## src/rtl/led_pkg.sv

```systemverilog
// Shared definitions for the LED animation path: sequencer states, speed codes
// and the default pass length used by both the sequencer and the decoder table.
package led_pkg;

  typedef enum logic [1:0] {
    ST_IDLE = 2'd0,
    ST_RUN  = 2'd1,
    ST_HOLD = 2'd2
  } state_t;

  // Speed code is a left-shift of the base divider: period = DIV << speed.
  localparam logic [1:0] SPEED_X1 = 2'd0;
  localparam logic [1:0] SPEED_X2 = 2'd1;
  localparam logic [1:0] SPEED_X4 = 2'd2;
  localparam logic [1:0] SPEED_X8 = 2'd3;

  localparam int LAST_STEP = 29;
  localparam int STEP_W    = 5;

endpackage

```

## src/rtl/led_prescaler.sv

```systemverilog
// Animation-rate prescaler: counts while enabled and flags a tick once the count
// reaches (DIV << speed) - 1, then restarts from zero.
module led_prescaler
  import led_pkg::*;
#(
  parameter int DIV   = 5000000,
  parameter int CNT_W = 29
) (
  input  logic       clk,
  input  logic       rst,
  input  logic       clr,
  input  logic       en,
  input  logic [1:0] speed,
  output logic       tick
);

  localparam logic [CNT_W-1:0] DIV_V = CNT_W'(DIV);

  logic [CNT_W-1:0] cnt;
  logic [CNT_W-1:0] period_m1;

  assign period_m1 = (DIV_V << speed) - CNT_W'(1);

  // >= rather than == so a speed decrease mid-step lands on the next cycle
  // instead of waiting for the counter to wrap.
  assign tick = en && (cnt >= period_m1);

  // NOTE: sequential state uses non-blocking assignments so every register
  // samples the pre-edge values, independent of statement order.
  always_ff @(posedge clk) begin
    if (rst || clr) begin
      cnt <= '0;
    end else if (en) begin
      if (tick) cnt <= '0;
      else      cnt <= cnt + CNT_W'(1);
    end
  end

endmodule

```

## src/rtl/led_step_seq.sv

```systemverilog
// Step sequencer for the LED animation: run/hold/idle control, loop or one-shot,
// forward or reverse stepping, and an end-of-pass pulse. All outputs registered.
module led_step_seq
  import led_pkg::*;
#(
  parameter int DIV   = 5000000,
  parameter int LAST  = LAST_STEP,
  parameter int CNT_W = 29
) (
  input  logic              clk,
  input  logic              rst,
  input  logic              start,
  input  logic              stop,
  input  logic              pause,
  input  logic              loop,
  input  logic              rev,
  input  logic [1:0]        speed,
  output logic [STEP_W-1:0] step,
  output logic              busy,
  output logic              frame_done
);

  localparam logic [STEP_W-1:0] LAST_V = STEP_W'(LAST);

  state_t state;
  logic   tick;
  logic   pre_clr;

  // The prescaler sits at zero whenever the sequencer is idle or (re)starting.
  assign pre_clr = stop || start || (state == ST_IDLE);

  led_prescaler #(
    .DIV   (DIV),
    .CNT_W (CNT_W)
  ) u_prescaler (
    .clk   (clk),
    .rst   (rst),
    .clr   (pre_clr),
    .en    (state == ST_RUN),
    .speed (speed),
    .tick  (tick)
  );

  always_ff @(posedge clk) begin
    if (rst) begin
      state      <= ST_IDLE;
      step       <= '0;
      busy       <= 1'b0;
      frame_done <= 1'b0;
    end else begin
      frame_done <= 1'b0;
      if (stop) begin
        state <= ST_IDLE;
        step  <= '0;
        busy  <= 1'b0;
      end else if (start) begin
        state <= ST_RUN;
        step  <= rev ? LAST_V : '0;
        busy  <= 1'b1;
      end else begin
        case (state)
          ST_RUN: begin
            if (pause) state <= ST_HOLD;
            if (tick) begin
              if (!rev && step < LAST_V) begin
                step <= step + STEP_W'(1);
              end else if (rev && step != '0) begin
                step <= step - STEP_W'(1);
              end else begin
                // End of pass: a one-shot finish goes idle even if paused now.
                frame_done <= 1'b1;
                step       <= (loop && rev) ? LAST_V : '0;
                if (!loop) begin
                  state <= ST_IDLE;
                  busy  <= 1'b0;
                end
              end
            end
          end
          ST_HOLD: begin
            if (pause) state <= ST_RUN;
          end
          default: begin
            state <= ST_IDLE;
            step  <= '0;
            busy  <= 1'b0;
          end
        endcase
      end
    end
  end

endmodule
```

## config.mk

```make
export PLATFORM = sky130hd
export DESIGN_NAME = led_step_seq
export DESIGN_NICKNAME = d
export VERILOG_FILES = /design/src/rtl/led_pkg.sv /design/src/rtl/led_prescaler.sv /design/src/rtl/led_step_seq.sv
export SDC_FILE = /design/constraint.sdc
export NUM_CORES = 1
export LEC_CHECK = 0
export CAP_MARGIN = 30
export CELL_PAD_IN_SITES_DETAIL_PLACEMENT = 0
export CELL_PAD_IN_SITES_GLOBAL_PLACEMENT = 1
export CORE_MARGIN = 3
export CORE_UTILIZATION = 45
export DETAILED_ROUTE_END_ITERATION = 10
export PLACE_DENSITY = 0.83
export REMOVE_ABC_BUFFERS = 1
export SLEW_MARGIN = 20
export SYNTH_ARGS = -nofsm -noshare
export SYNTH_HDL_FRONTEND = slang
export SYNTH_HIERARCHICAL = 1
export SYNTH_SLANG_ARGS = --single-unit
```

## constraint.sdc

```tcl
create_clock -name clk -period 3.9 [get_ports clk]
set_input_delay 0.78 -clock clk [delete_from_list [all_inputs] [get_ports clk]]
set_output_delay 0.78 -clock clk [all_outputs]
set_load 0.02 [all_outputs]
```

**Yosys cells after proc, flatten, opt, wreduce, memory -nomap -nowiden**

Cells that the tools add are included.

- Bits in registers: 38
- Latch bits: 0
- RAM bits: 0
- Memory bits (read-only): 0
- Input port bits: 9
- Output and inout bits: 7
- Word-level logic and storage cells: 62
- Memories kept: 0

- Add/subtract/negate cells: 4
- $mul: 0
- Divide/modulo/power cells: 0
- Magnitude comparators: 2
- Eq/ne operators: 9
- Shifts and indexed selects: 1
- Muxes and demuxes: 23
- Bitwise gates (word level): 2
- Reductions and logical operators: 15

Operators by type and width:

| cell | number |
|---|---|
| $mux W5 | 6 |
| $add A29 B1 Y29 const B | 1 |
| $ge A29 B29 Y1 | 1 |
| $mux W29 | 1 |
| $shl A23 B2 Y29 const A | 1 |
| $sub A29 B1 Y29 const B | 1 |
| $ne A3 B3 Y1 const B | 5 |
| $mux W2 | 6 |
| $pmux W5 S2 | 1 |
| $mux W1 | 7 |
| $reduce_or A6 Y1 | 1 |
| $add A5 B1 Y5 const B | 1 |
| $lt A5 B5 Y1 const B | 1 |
| $reduce_and A5 Y1 | 1 |
| $reduce_bool A5 Y1 | 1 |
| $sub A5 B1 Y5 const B | 1 |
| $logic_and A1 B1 Y1 | 4 |
| $ne A2 B2 Y1 const B | 2 |
| $pmux W2 S2 | 1 |
| $logic_or A1 B1 Y1 | 3 |
| $reduce_or A3 Y1 | 1 |
| $eq A2 B1 Y1 const B | 1 |
| $eq A2 B2 Y1 const B | 1 |
| $logic_not A2 Y1 | 1 |
| 5 further kinds | 6 |

**Longest topological paths before layout**

Gate-level depths: netlist of the first run.

- Depth in word-level cells: 7
- Mapped depth: 17
- Gate-level depth less buffers: 15

**Cells and area by module**

The synthesis of the first run kept the hierarchy.

By module, submodules not included:

| module | instances | cells an instance | area an instance (µm²) | seq. area each (µm²) |
|---|---|---|---|---|
| led_prescaler | 1 | 237 | 2,150.8 | 580.6 |
| led_step_seq | 1 | 92 | 720.7 | 180.2 |

**Least setup slack after synthesis of the first run**

Ideal clock, no wire load.

- Path type: input port to flip-flop
- From: input port speed[0]
- To: register step[3]
- Library setup time: 0.074 ns
- Data arrival time: 3.407 ns
- Required time: 3.826 ns
- Slack: 0.419 ns
- Cell stages on the path: 17
- Path buffers: 2
- Cell sequence: inv_1 ha_1 inv_1 ha_1 ha_1 nand4_1 nor4_1 a211oi_1 o21ai_2 o21a_1 buf_6 buf_12 nand2_1 nor3_1 o211a_2 o211ai_1 a31oi_1

- Cells in the longest elaborated chain, start to end: 6

RTL lines:

| item | RTL line | RTL |
|---|---|---|
| start, declared | led_step_seq.sv:17 | `input logic [1:0] speed,` |
| $shl A23 B2 Y29 | led_prescaler.sv:22 | `assign period_m1 = (DIV_V << speed) - CNT_W'(1);` |
| $sub A29 B1 Y29 | led_prescaler.sv:22 |  |
| $ge A29 B29 Y1 | led_prescaler.sv:26 | `assign tick = en && (cnt >= period_m1);` |
| $logic_and A1 B1 Y1 | led_prescaler.sv:26 |  |
| via tick | led_step_seq.sv:26 | `logic tick;` |
| $ne A3 B3 Y1 (no source line) | -- |  |
| $reduce_and A2 Y1 (no source line) | -- |  |
| end signal, assigned | led_step_seq.sv:58 | `step <= rev ? LAST_V : '0;` |
| end signal, assigned | led_step_seq.sv:66 | `step <= step + STEP_W'(1);` |
| end signal, assigned | led_step_seq.sv:68 | `step <= step - STEP_W'(1);` |
| end, declared | led_step_seq.sv:18 | `output logic [STEP_W-1:0] step,` |

The timed path passes the listed nets, and every way through them passes these cells.
A chain may end at the register's enable or synchronous reset.

**Worst setup path after layout of the first run**

- From: input port speed[1]
- To: register step[3]

The elaborated chain is that of the path after synthesis.

==> results of run 1 <==
final cells by class:
| class | count | area [µm²] |
|---|---|---|
| sequential | 38 | 761 |
| multi-input combinational | 248 | 1910 |
| inverter | 27 | 101 |
| clock inverter | 3 | 40.0 |
| clock buffer | 5 | 68.8 |
| timing repair buffer | 26 | 235 |
| tap | 75 | 93.8 |
| fill | 588 | 2850 |
metrics by stage:
stage | total power (µW) | setup WS, ns | hold slack, ns
finish | 810 | 0.274 | 0.501
global route | 847 | 0.00676 | 0.536
CTS | 820 | 0.125 | 0.511
detailed placement | 486 | -0.187 | 0.495
global placement | 484 | 0.00126 | 0.474
floorplan | 450 | -0.154 | 0.468
where the power goes:
group / total (µW) / internal (µW) / switching (µW)
Clock: 332 / 188 / 144
Sequential: 394 / 390 / 4.53
Combinational: 83.4 / 38.8 / 44.6
routing by layer:
layer | up-vias | GRT usage, % | wire length, µm
li1 | 1203 | - | -
met1 | 1099 | 22.0 | 3010
met2 | 27 | 28.8 | 2840
met3 | 2 | 3.17 | 139
met4 | 0 | 4.46 | 29
met5 | - | 0 | 0
synthesized netlist by cell type (2+ instances only):
cell type / count / share of area, %
buf_6: 2 / 0.78
a22oi_1: 2 / 0.52
buf_12: 2 / 1.4
o21a_1: 2 / 0.52
xnor2_1: 17 / 5.2
nor3_4: 2 / 1.1
o22ai_1: 2 / 0.44
o21ai_0: 6 / 1.0
buf_2: 3 / 0.52
a21oi_1: 18 / 3.1
nor3_2: 19 / 6.6
nor4_1: 2 / 0.44
nand2b_1: 4 / 0.87
o211ai_1: 3 / 0.78
clkbuf_1: 5 / 0.65
nand4_1: 13 / 2.8
and4_1: 3 / 0.92
nand2_1: 25 / 3.3
nand4b_1: 2 / 0.61
a211oi_1: 2 / 0.52
and2_1: 2 / 0.44
buf_4: 3 / 0.78
nand3_1: 11 / 1.9
a31oi_1: 5 / 1.1
xor2_1: 9 / 2.7
nor2_1: 17 / 2.2
or2_2: 3 / 0.65
inv_1: 27 / 3.5
nor3_1: 13 / 2.3
and3_1: 2 / 0.44
dfxtp_1: 38 / 26
nor4b_1: 2 / 0.61
ha_1: 35 / 15
a211o_1: 2 / 0.61
cells by family after synthesis:
group,Yosys count,synth area share (%)
AOI/OAI and AO/OA,55,13.3
xor gates and xnor gates,26,7.93
adders and majority gates,35,15.3
buffers and inverters,43,7.80
DFF,38,26.5
muxes,2,0.871
other,1,0.131
and+or+nand+nor,129,28.2
flip-flops by register name (all words and copies together), names as in the netlist:
signal / flops
u_prescaler/cnt: 29
state: 2
busy: 1
frame_done: 1
step: 5
worst paths after layout:
path	slack [ns]	from	to	cells after the start
worst max-delay path	0.27	speed[1]	step[3]	16
worst max register to register	1.35	u_prescaler/cnt[24]	step[3]	11
worst min-delay path	0.50	busy	busy	2
worst min register to register	0.50	busy	busy	2
worst max-delay path, stage by stage:
cell and delay (ns):
clkdlybuf4s50_1 0.42, inv_1 0.12, ha_1 0.22, inv_1 0.06, ha_1 0.29, ha_1 0.29
nand4_1 0.15, nor4_2 0.25, a211oi_1 0.09, o21ai_2 0.16, o21a_1 0.19, nand2_1 0.09
nor3_2 0.16, o211a_2 0.27, o211ai_1 0.10, a31oi_1 0.18
what timing repair did:
action	in CTS	in global routing
setup endpoints to repair	0	4
hold buffers	0	0
gates resized for setup	0	6
==> key figures, run 1 <==
Outcome
  • Outcome: finished, final reports clean

Synth
  • Ys async rst share: 0%
  • Ys Warns: 6
  • Post-synthesis sequential area ratio: 26.5%
  • Cell area after synthesis: 2870 µm²
  • Number of synthesized flops with an enable pin: 0
  • Synth Flop Type: dfxtp_1
  • Count of cell types in the netlist: 60
  • Synthesis-stage register bit count: 38
  • Syn Inst Count: 329
  • Avg Synthesized Cell Area: 8.73 µm²

Placement
  • Post-DP Area: 3080 µm²
  • Gp weighted congestion: 0.799
  • # placed instances: 414
  • PortBufs: 15
  • Hpwl dp: 4.38 mm

Pwr
  • Pwr dens: 252 nW/µm²
  • Pleak: 0.00115 µW
  • VDD IR max: 153 µV

Route
  • Via density: 5.52
  • DRT iter0 DRCs: 83
  • Detail Route Antenna Nets: 0
  • DR WL/cell: 14.2 µm
  • Detailed-route DRC error count: 0
  • Via count: 2331
  • Pre-antenna DRT Iters: 4
  • Final WL: 6.01 mm

Global route
  • Largest net degree at the start of global routing: 30
  • Gr ovfl total: 0
  • Global-route wire length before repair: 10.3 mm
  • Initial antenna violation count: 0
  • All-Layer GR Usage: 17.0%
  • Number of global-route vias before repair: 2276

Die
  • Die Ht: 85.9 µm
  • Die width: 85.9 µm
  • Io pins: 16
  • Die area: 7380 µm²
  • Rows: 28
  • Core Region: 6060 µm²
  • Initial core utilization: 47.4%

Setup path
  • CP Class: input port to flip-flop
  • Nature of the critical path startpoint: input port
  • Worst Path Max Fanout: 5
  • Crit path DAT: 3.84 ns
  • CP Capture Type: flip-flop
  • Req. time, crit path: 4.11 ns

Clock tree
  • CTS H-Tree Depth: 2
  • Clock Sink Count: 38
  • Clock Pin Slew Worst Setup and Hold Paths: 0.08 ns
  • Clock Path Buffers: 2
  • Clk Latency, worst-skew pair: 0.29 ns
  • CTS tree: built
  • CTS Buf Count: 5
  • Clock tree root driver cell: clkbuf_8
  • Post-CTS Setup Bufs: 0

Layout
  • Post-route cell area: 3210 µm²
  • Final core occ: 53.0%
  • Final net count: 390
  • Area Growth Syn to Fin: 11.8%
  • Diodes inserted: 0
  • Fin cells: 422
  • Most frequent cells in the layout: 38 x dfxtp_1, 35 x ha_1, 26 x inv_1
  • Layout cells sized above 1: 17.3%
  • Commonest non-fill, non-tap cell in the layout: dfxtp_1

STA
  • Relative slew margins: 44.8%
  • Fmax: 0.276 GHz
  • RSZ-0062 raised after global routing: no
  • Clock skew: 0.0118 ns
  • Min Tclk post-route: 3.63 ns
  • Worst-Margin Slew: 0.829 ns
  • Period utilisation layout: 93.0%
  • Finish-stage setup viols: 0
  • Final Max Slew Viols: 0
  • Setup TNS: 0 ns
  • Final Hold Viols: 0

Job
  • Number of max-cap violations: 0

Hold path
  • HP Class: flip-flop to flip-flop
(Power assumes the default switching activity.)
==> run 2, diff against run 1 <==
- PLACE_DENSITY: 0.83 -> 0.84
- SYNTH_HIERARCHICAL: 1 -> unset
==> key figures, run 2 <==
STA
  • Fmax: 0.272 GHz (was 0.276 GHz)
  • RSZ-0062 raised after global routing: no (unchanged)
  • Final Hold Viols: 0 (unchanged)
  • Min Tclk post-route: 3.68 ns (was 3.63 ns)
  • Final Max Slew Viols: 0 (unchanged)
  • Worst-Margin Slew: 0.769 ns (was 0.829 ns)
  • Period utilisation layout: 94.4% (was 93.0%)
  • Finish-stage setup viols: 0 (unchanged)
  • Relative slew margins: 48.7% (was 44.8%)
  • Clock skew: 0.00871 ns (was 0.0118 ns)
  • Setup TNS: 0 ns (unchanged)

Synth
  • Count of cell types in the netlist: 52 (was 60)
  • Syn Inst Count: 317 (was 329)
  • Cell area after synthesis: 2720 µm² (was 2870 µm²)
  • Ys async rst share: 0% (unchanged)
  • Number of synthesized flops with an enable pin: 0 (unchanged)
  • Ys Warns: 0 (was 6)
  • Most frequent cell after synthesis: dfxtp_1 (unchanged)
  • Synthesis-stage register bit count: 38 (unchanged)
  • Top cells by count, synth: 38 x dfxtp_1, 36 x ha_1, 28 x nor3_1 (was 38 x dfxtp_1, 35 x ha_1, 27 x inv_1)
  • Post-synthesis sequential area ratio: 28.0% (was 26.5%)
  • Synth Flop Type: dfxtp_1 (unchanged)
  • Avg Synthesized Cell Area: 8.58 µm² (was 8.73 µm²)
  • Post-synth top area share: 28.0% (was 26.5%)
  • Ranking of synthesized cells by area: dfxtp_1 28%, ha_1 17%, nor3_1 5.1%, xor2_1 5.1%, xnor2_1 4.2% (was dfxtp_1 26%, ha_1 15%, nor3_2 6.6%, xnor2_1 5.2%, inv_1 3.5%)
  • Cell taking the most area after synthesis: dfxtp_1 (unchanged)

Layout
  • Diodes inserted: 0 (unchanged)
  • Area Growth Syn to Fin: 17.7% (was 11.8%)
  • Fin cells: 416 (was 422)
  • Fill cell count: 540 (was 588)
  • Most frequent cells in the layout: 38 x dfxtp_1, 36 x ha_1, 28 x nor3_1 (was 38 x dfxtp_1, 35 x ha_1, 26 x inv_1)
  • Max reg flops: 29 (unchanged)
  • Final net count: 388 (was 390)
  • Biggest registers after layout: u_prescaler.cnt x29, step x5, state x2 (was u_prescaler/cnt x29, step x5, state x2)
  • Layout cells sized above 1: 11.9% (was 17.3%)
  • Commonest non-fill, non-tap cell in the layout: dfxtp_1 (unchanged)
  • Most flops, register: u_prescaler.cnt (was u_prescaler/cnt)
  • Final core occ: 56.4% (was 53.0%)

Pwr
  • Pwr dens: 252 nW/µm² (about the same)
  • VDD IR max: 167 µV (was 153 µV)
  • Pleak: 0.00117 µW (was 0.00115 µW)

Setup path
  • CP Class: input port to flip-flop (unchanged)
  • Req. time, crit path: 4.12 ns (was 4.11 ns)
  • CP Capture Type: flip-flop (unchanged)
  • Worst Path Max Fanout: 6 (was 5)
  • Nature of the critical path startpoint: input port (unchanged)
  • Crit path DAT: 3.90 ns (was 3.84 ns)

Placement
  • Hpwl dp: 4.48 mm (was 4.38 mm)
  • Gp weighted congestion: 0.805 (was 0.799)
  • PortBufs: 15 (unchanged)
  • # placed instances: 408 (was 414)

Route
  • Detail Route Antenna Nets: 0 (unchanged)
  • DRT iter0 DRCs: 137 (was 83)
  • Via density: 5.59 (was 5.52)
  • DR WL/cell: 14.4 µm (was 14.2 µm)
  • Final WL: 5.99 mm (was 6.01 mm)
  • Detailed-route DRC error count: 0 (unchanged)
  • Pre-antenna DRT Iters: 4 (unchanged)
  • Via count: 2324 (was 2331)

Clock tree
  • Clock tree root driver cell: clkbuf_8 (unchanged)
  • CTS Buf Count: 5 (unchanged)
  • CTS H-Tree Depth: 2 (unchanged)
  • Clock Sink Count: 38 (unchanged)
  • Clock Pin Slew Worst Setup and Hold Paths: 0.08 ns (about the same)
  • Post-CTS Hold Buffers: 0 (unchanged)
  • CTS tree: built (unchanged)
  • Clk Latency, worst-skew pair: 0.30 ns (was 0.29 ns)
  • Clock Path Buffers: 2 (unchanged)

Die
  • Initial core utilization: 47.9% (was 47.4%)
  • Rows: 27 (was 28)
  • Die width: 83.8 µm (was 85.9 µm)
  • Die Ht: 83.8 µm (was 85.9 µm)
  • Die area: 7020 µm² (was 7380 µm²)
  • Core Region: 5680 µm² (was 6060 µm²)
  • Io pins: 16 (unchanged)

Outcome
  • Outcome: finished, final reports clean (unchanged)

Global route
  • Initial antenna violation count: 0 (unchanged)
  • Gr ovfl total: 0 (unchanged)
  • Global-route wire length before repair: 10.2 mm (was 10.3 mm)
  • Number of global-route vias before repair: 2212 (was 2276)
  • All-Layer GR Usage: 17.6% (was 17.0%)
  • Largest net degree at the start of global routing: 19 (was 30)

Job
  • Number of max-cap violations: 0 (unchanged)

Hold path
  • HP Class: flip-flop to flip-flop (unchanged)
## run 2: cell count changes in the layout (fill, tap and decap cells not counted), sizes merged, moves of 4 or more
cell   previous run  this run
xor2              9        16
o31ai             1         6
inv              27        14
nor2             17        10
nor3             34        30
xnor2            17        13
buf              11        17
a41oi             0         4
## run 2: through the flow
step | power [µW] | hold WS (ns) | setup WS, ns | area [µm²]
floorplan | 449 | 0.472 | 0.418 | 2650
global placement | 486 | 0.485 | -0.0813 | 3030
detailed placement | 488 | 0.489 | -0.155 | 3050
CTS | 811 | 0.502 | 0.162 | 3160
global route | 834 | 0.542 | 0.00359 | 3200
finish | 806 | 0.500 | 0.219 | 3200
## run 2: what timing repair did
item | 4_1_cts | 5_1_grt
endpoints found under the setup margin | 0 | 8
gates resized for setup | 0 | 10
setup buffers | 0 | 0
## run 2: cells by family (layout without fill, tap and decap cells)
| kind of cell | after synthesis | count (layout) | share of synthesized area (%) |
|---|---|---|---|
| other cells | 1 | 3 | 0.138 |
| flops | 38 | 38 | 28.0 |
| mux | 1 | 1 | 0.368 |
| xor+xnor | 29 | 29 | 9.33 |
| simple gates | 125 | 125 | 26.2 |
| compound gates | 58 | 58 | 14.6 |
| buf+inv | 29 | 54 | 4.87 |
| fa+ha+maj | 36 | 36 | 16.6 |
## run 2: cell type report
| type | instances | area, µm² | share of cell area, % |
|---|---|---|---|
| Timing Repair Buffer | 32 | 320 | 10.0 |
| Clock buffer | 8 | 110 | 3.44 |
| Multi-Input combinational cell | 252 | 1870 | 58.4 |
| Sequential cell | 38 | 761 | 23.8 |
| Inverter | 14 | 52.6 | 1.64 |
| Tap cell | 72 | 90.1 | 2.81 |
## run 2: path summary, 6_finish.rpt
check	to	startpoint	cells after the start	slack (ns)
min reg2reg	busy	busy	2	0.50
min	busy	busy	2	0.50
max reg2reg	u_prescaler.cnt[23]	state[1]	8	1.38
max	frame_done	speed[0]	14	0.22
## run 2: critical path, cell delays in order
cell	delay (ns)
clkdlybuf4s50_1	0.49
inv_2	0.07
ha_1	0.21
nor4_2	0.26
nand3_1	0.12
xnor2_1	0.14
ha_1	0.31
nand4_1	0.15
nor4_2	0.28
o31ai_1	0.11
a221o_2	0.42
buf_6	0.16
and2_4	0.16
nor4_4	0.25
## run 2: power by group
| part | switching, µW | internal, µW | leakage (µW) |
|---|---|---|---|
| Sequential | 3.77 | 390 | 0.000307 |
| Combinational | 47.8 | 40.5 | 0.000809 |
| Clock | 145 | 179 | 0.0000575 |
## run 2: per-layer routing
metal  vias up  share of wire [%]  track usage, %
met4         0                1.7            7.02
met1      1079                 52            24.2
met5         -                  0               0
li1       1212                  -               -
met3         7                2.7            3.16
met2        26                 44            27.1
